**config.mk**
```make
export PLATFORM = sky130hd
export DESIGN_NAME = uart_rx_mode1
export DESIGN_NICKNAME = d
export VERILOG_FILES = /design/src/rtl/uart_rx_mode1.sv
export SDC_FILE = /design/constraint.sdc
export NUM_CORES = 1
export LEC_CHECK = 0
export ABC_AREA = 1
export BUFFER_PORTS_ARGS = -buffer_cell sky130_fd_sc_hd__buf_2
export CORE_MARGIN = 2
export CORE_UTILIZATION = 49
export DETAILED_ROUTE_END_ITERATION = 16
export PLACE_DENSITY = 0.73
export SETUP_SLACK_MARGIN = 0.1
export SLEW_MARGIN = 20
export SYNTH_ARGS = -nofsm -noshare
export SYNTH_HDL_FRONTEND = slang
export SYNTH_SLANG_ARGS = --single-unit
```
**constraint.sdc**
```tcl
create_clock -name clk_i -period 1.3 [get_ports clk_i]
set_input_delay 0.195 -clock clk_i [delete_from_list [all_inputs] [get_ports clk_i]]
set_output_delay 0.195 -clock clk_i [all_outputs]
set_load 0.05 [all_outputs]
```
**src/rtl/uart_rx_mode1.sv**
```systemverilog
// uart_rx_mode1: 8051 Mode 1 UART receiver with 16x oversampling, 3-sample majority vote and RI/SM2/RB8 load rules
module uart_rx_mode1 (
    input  logic       clk_i,
    input  logic       rst_i,
    input  logic       rx_i,
    input  logic       tick_16x_i,
    input  logic       ren_i,
    input  logic       sm2_i,
    input  logic       ri_clr_i,
    output logic [7:0] rx_data_o,
    output logic       rb8_o,
    output logic       ri_o,
    output logic       rx_busy_o,
    output logic       frame_err_o,
    output logic       overrun_o
);
    typedef enum logic [1:0] {IDLE, START, DATA, STOP} state_t;
    state_t     state_q, state_d;
    logic       sync_q, rxs_q, prev_q;
    logic [3:0] scnt_q, scnt_d;
    logic [2:0] bit_q, bit_d;
    logic       s7_q, s7_d, s8_q, s8_d;
    logic [7:0] shift_q, shift_d, data_q, data_d;
    logic       rb8_q, rb8_d, ri_q, ri_d, ferr_q, ferr_d, ovr_q, ovr_d;
    logic       start_det, vote_tick, end_tick, vote, load;
    assign start_det   = state_q == IDLE && ren_i && prev_q && !rxs_q;
    assign vote_tick   = tick_16x_i && scnt_q == 4'd9;
    assign end_tick    = tick_16x_i && scnt_q == 4'd15;
    assign vote        = (s7_q & s8_q) | (s7_q & rxs_q) | (s8_q & rxs_q);
    assign load        = state_q == STOP && vote_tick && !ri_q && (!sm2_i || vote);
    assign rx_data_o   = data_q;
    assign rb8_o       = rb8_q;
    assign ri_o        = ri_q;
    assign rx_busy_o   = state_q != IDLE;
    assign frame_err_o = ferr_q;
    assign overrun_o   = ovr_q;
    // Next-state: frame sequencing, sample counting, voting and the SBUF load rule
    always_comb begin
        state_d = state_q;
        scnt_d  = (state_q != IDLE && tick_16x_i) ? scnt_q + 4'd1 : scnt_q;
        bit_d   = bit_q;
        s7_d    = (tick_16x_i && scnt_q == 4'd7) ? rxs_q : s7_q;
        s8_d    = (tick_16x_i && scnt_q == 4'd8) ? rxs_q : s8_q;
        shift_d = shift_q;
        data_d  = data_q;
        rb8_d   = rb8_q;
        ri_d    = ri_clr_i ? 1'b0 : ri_q;
        ferr_d  = ri_clr_i ? 1'b0 : ferr_q;
        ovr_d   = 1'b0;
        case (state_q)
            IDLE: begin
                if (start_det) begin
                    state_d = START;
                    scnt_d  = 4'd0;
                end
            end
            START: begin
                if (vote_tick && vote) begin
                    state_d = IDLE;
                end else if (end_tick) begin
                    state_d = DATA;
                    bit_d   = 3'd0;
                end
            end
            DATA: begin
                if (vote_tick) shift_d = {vote, shift_q[7:1]};
                if (end_tick) begin
                    bit_d   = bit_q + 3'd1;
                    state_d = bit_q == 3'd7 ? STOP : DATA;
                end
            end
            STOP: begin
                if (vote_tick) begin
                    state_d = IDLE;
                    ovr_d   = !load && ri_q;
                    if (load) begin
                        data_d = shift_q;
                        rb8_d  = vote;
                        ri_d   = 1'b1;
                        ferr_d = !vote;
                    end
                end
            end
            default: state_d = IDLE;
        endcase
    end
    // State registers, including the two-flop synchroniser and edge register on rx
    always_ff @(posedge clk_i) begin
        if (rst_i) begin
            sync_q  <= 1'b1;
            rxs_q   <= 1'b1;
            prev_q  <= 1'b1;
            state_q <= IDLE;
            scnt_q  <= 4'd0;
            bit_q   <= 3'd0;
            s7_q    <= 1'b0;
            s8_q    <= 1'b0;
            shift_q <= 8'h00;
            data_q  <= 8'h00;
            rb8_q   <= 1'b0;
            ri_q    <= 1'b0;
            ferr_q  <= 1'b0;
            ovr_q   <= 1'b0;
        end else begin
            sync_q  <= rx_i;
            rxs_q   <= sync_q;
            prev_q  <= rxs_q;
            state_q <= state_d;
            scnt_q  <= scnt_d;
            bit_q   <= bit_d;
            s7_q    <= s7_d;
            s8_q    <= s8_d;
            shift_q <= shift_d;
            data_q  <= data_d;
            rb8_q   <= rb8_d;
            ri_q    <= ri_d;
            ferr_q  <= ferr_d;
            ovr_q   <= ovr_d;
        end
    end
endmodule

```
== Word-level counts from Yosys, hierarchy flattened ==
Cells that the tools add are included.
W data, S select, Z words.

* Logic and storage cells: 86
* Register bits: 34
* Input port bits: 7

* Multiplexer cells: 22
* Bitwise logic cells: 7
* Equal/unequal tests: 14
* Add/subtract/negate cells: 2
* Reductions and logical operators: 27

{| class="wikitable"
|+ Operators by type and width
! cell !! number
|-
| $logic_and A1 B1 Y1 || 13
|-
| $eq A4 B4 Y1 const B || 3
|-
| $mux W4 || 3
|-
| $mux W2 || 5
|-
| $ne A2 B2 Y1 const B || 5
|-
| $mux W1 || 9
|-
| $mux W3 || 3
|-
| $pmux W2 S4 || 1
|-
| $reduce_and A4 Y1 || 2
|-
| $pmux W3 S2 || 1
|-
| $logic_not A1 Y1 || 5
|-
| $add A4 B1 Y4 const B || 1
|-
| $eq A2 B2 Y1 const B || 2
|-
| $eq A4 B3 Y1 const B || 1
|-
| $reduce_bool A2 Y1 || 2
|-
| $add A3 B1 Y3 const B || 1
|-
| $and A1 B1 Y1 || 3
|-
| $eq A3 B3 Y1 const B || 1
|-
| $ne A3 B3 Y1 const B || 1
|-
| $reduce_and A3 Y1 || 1
|-
| $reduce_or A3 Y1 || 1
|-
| $eq A2 B1 Y1 const B || 1
|-
| $logic_not A2 Y1 || 1
|-
| $not A1 Y1 || 2
|-
| 3 further kinds || 4
|}

== Longest topological paths before layout ==
* Word-level depth: 8
* Depth in mapped cells: 12
* Mapped depth without buffers: 12

== Least setup slack after synthesis ==
No wires, ideal clock.

* Kind: reg2reg
* Start: register with a tool-made name
* End: register scnt_q[3]
* Arrival time: 1.372 ns
* Setup slack: -0.201 ns
* Cell stages (with the launch flop): 8
* Buffers on the path: 0
* Period minus slack after synthesis: 1.501 ns
* Path through: dfxtp_1 -> nor2_1 -> inv_1 -> nand2_1 -> nor2_1 -> nand3_1 -> xor2_1 -> nor2_1

{| class="wikitable"
|+ RTL lines
! element !! RTL line !! source
|-
| to (signal assigned) || 109 || <nowiki>scnt_q <= scnt_d;</nowiki>
|-
| to (decl) || 20 || <nowiki>logic [3:0] scnt_q, scnt_d;</nowiki>
|}

== Worst setup path in the final report ==
* Start: register scnt_q[1]
* End: register shift_q[6]

* Cells in the longest elaborated chain, start to end: 3

{| class="wikitable"
|+ Ends and longest elaborated chain
! element !! RTL line !! source
|-
| $eq A4 B4 Y1 || 27 || <nowiki>assign vote_tick = tick_16x_i && scnt_q == 4'd9;</nowiki>
|-
| $logic_and A1 B1 Y1 || 27 ||
|-
| $reduce_and A2 Y1 (no source line) || n/a ||
|-
| to (signal assigned) || 113 || <nowiki>shift_q <= shift_d;</nowiki>
|-
| to (decl) || 23 || <nowiki>logic [7:0] shift_q, shift_d, data_q, data_d;</nowiki>
|}

Every way passes these cells.
A chain may end at the register's enable or synchronous reset.

==> impl_results.md <==
- Post-synth ARST share: 0%
- CP cell instances: inv_2, ha_4, nand2_4, nor2_4, buf_4, buf_6, nand2_8, clkinvlp_4, nor2_1, nor2_1
- Max-slew violation count: 0
- Max IR drop VDD: 0.913 mV
- Clock sink total: 34
- Most frequent cells after synthesis: 48 x nor2_1, 34 x dfxtp_1, 25 x nand2_1
- Layout cells sized above 1: 38.3%
- Yosys warns: 0
- Clock Latency Late Sink: 340 ps
- ANT nets after route: 0
- Routed WL: 3080 µm
- Gr usage total: 18.3%
- Netlist Area Pre-Place: 0.00142 mm²
- Syn Area/Cell: 7.54 µm²
- Syn Inst Count: 188
- Main combinational cell family by area after synthesis: simple AND/OR/NAND/NOR gates
- Root buffer cell: clkbuf_4
- Post-synthesis mux area share: 0%
- Final Power: 2.23 mW
- Pleak: 0.827 nW
- Final setup fails: 18
- Slowest CP cell: dfxtp_2
- Number of CTS-inserted buffers: 5
- Worst-path clk slew: 100 ps
- XOR/XNOR Fraction of Synth Area: 1.24%
- Routed vias/inst: 5.00
- Crit path max-delay family: buffers and inverters
- CP required: 1540 ps
- Drt pass-1 iters: 4
- Initial Util: 51.4%
- Initial detailed-routing violation count: 21
- F_max: 715 MHz
- Antenna diodes: 0
- RSZ-0062 raised after global routing: true
- Core box area: 0.00276 mm²
- P per Cell Area: 1180 mW/mm²
- CP Capture Type: flip-flop
- Min-delay worst type: in2reg
- Critical path arrival: 1630 ps
- Synth Flop Type: dfxtp_1
- WL per Instance: 11.9 µm
- Status: complete, but fails checks
- Placed insts: 243
- Htree depth: 2
- Seq/Total Area, Yosys: 48.0%
- Final Hold Vio Count: 0
- R2r setup slk: -100 ps
- IO Pins: 20
- Post-Synth Adder-Cell Area: 4.41%
- Port bufs: 19
- Post-synth EDFFs: 0
- Non-filler cells, final: 258
- Setup ws final: -98.0 ps
- Violated checks: setup timing
- Synth area leaders: dfxtp_1 48%, nor2_1 13%, nand2_1 6.6%, inv_1 4.8%, ha_1 4.4%
- Worst Tran Pin Value: 245 ps
- Number of global-route vias before repair: 1096
- Initial antenna violation count: 0
- Area leader, netlist: dfxtp_1
- Rows: 19
- Die Ht: 57.8 µm
- Dpl ws: -100 ps
- CP max stage delay: 340 ps
- Post-Synth Simple-Gate Area: 27.9%
- Kind of critical path: reg2reg
- Max FO, Critical Path: 5
- Clock skew: 4.62 ps
- Total die area: 0.00334 mm²
- Via Count: 1291
- Synth Area in Compound Gates: 10.9%
- Most common cell in the synthesized netlist: nor2_1
- Largest net degree at the start of global routing: 22
- Dpl hpwl: 2020 µm
- Crit start category: flip-flop
- Final period util: 108%
- CTS tree: yes
- CP bufs+invs: 4
- MaxCap Viol Count: 0
- Netlist cell types: 25
- Synth top area share: 48.0%
- Clk buf depth: 2
- DRC violations left: 0
- Placer Congestion: 0.744
- Crit path top cell by count: nor2_1
- FF+latch count, synth: 34
- Fillers: 250
- Nets: 238
- Tmin final: 1400 ps
- Hold-fix buffers, CTS: 0
- Syn nets: 200
- GRT overflow: 0
- Synthesis-to-layout area growth: 33.4%
- Die extent in x: 57.8 µm
- First-pass GRT wire length: 4640 µm
- Headroom to the max-slew limit: 83.6%
## cell usage in the layout, fill, tap and decap left out, types with 3 or more instances in the layout
cell      instances
buf_6             3
buf_2            17
nand2_4           4
buf_4            10
inv_2             5
dfxtp_2           5
o21ai_0           5
clkbuf_4          6
nor2_2            4
a21oi_1           6
inv_1            14
nand2_1          16
nand3_1           7
nor2_4            6
nand3_2           3
ha_1              3
dfxtp_1          27
nand2_2           8
o21ai_1          12
nor2_1           40
## sequential cells by signal (all words and copies together) (netlist names), named ones only
signal and count:
bit_q 3, frame_err_o 1, overrun_o 1, prev_q 1, rb8_o 1, ri_o 1
rx_data_o 8, rxs_q 1, s7_q 1, s8_q 1, scnt_q 4, shift_q 8
state_q 1, sync_q 1
## worst paths after layout
check / start / endpoint / cells after the start
max: scnt_q[1]$_SDFF_PP0_ / shift_q[6]$_SDFFE_PP0P_ / 10
min: rx_i / sync_q$_SDFF_PP1_ / 2
max reg2reg: scnt_q[1]$_SDFF_PP0_ / shift_q[6]$_SDFFE_PP0P_ / 10
min reg2reg: sync_q$_SDFF_PP1_ / rxs_q$_SDFF_PP1_ / 1
## routing by layer
| layer | vias up | wire length (µm) | global-route usage, % |
|---|---|---|---|
| li1 | 680 | - | - |
| met1 | 585 | 1230 | 20.0 |
| met2 | 20 | 1690 | 32.8 |
| met3 | 6 | 117 | 6.03 |
| met4 | 0 | 49 | 6.98 |
| met5 | - | 0 | 0 |
## power breakdown
part / internal (mW) / switching (mW)
combinational: 0.185 / 0.303
sequential: 1.08 / 0.0538
clock: 0.262 / 0.344
## timing repair
| action | in CTS | in global routing |
|---|---|---|
| hold endpoints to repair | 0 | 0 |
| gates resized for setup | 21 | 33 |
| gates cloned | 2 | 2 |
| buffers inserted | 1 | 2 |
| pin swaps | 4 | 10 |
| setup endpoints to repair | 27 | 31 |
## cells by family (layout without fill, tap and decap cells)
kind of cell	count (synthesis)	count (layout)
DFF	34	34
xor gates and xnor gates	2	2
buffers and inverters	25	62
adders and majority gates	5	5
AOI/OAI and AO/OA	29	29
and+or+nand+nor	93	95
## layout make-up
class | count | area, µm² | area share, %
multi-input combinational | 131 | 792 | 41.9
clock inverter | 1 | 5.00 | 0.265
timing repair inverter | 2 | 12.5 | 0.662
sequential | 34 | 694 | 36.7
tap | 31 | 38.8 | 2.05
inverter | 21 | 91.3 | 4.83
clock buffer | 7 | 55.1 | 2.91
timing repair buffer | 31 | 201 | 10.7
## per-stage QoR
stage | TNS (ps) | hold WS [ps] | area (µm²) | utilization, %
2_1_floorplan | -0.311 | 299 | 1440 | -
3_5_place_dp | -579 | 380 | 1620 | 58.8
6_report | -656 | 31.8 | 1890 | 68.6
3_3_place_gp | -165 | 377 | 1620 | 58.8
5_1_grt | -2440 | 28.1 | 1890 | 68.6
4_1_cts | -407 | 27.9 | 1770 | 64.1
No activity file was read; power rests on OpenSTA's default activity.
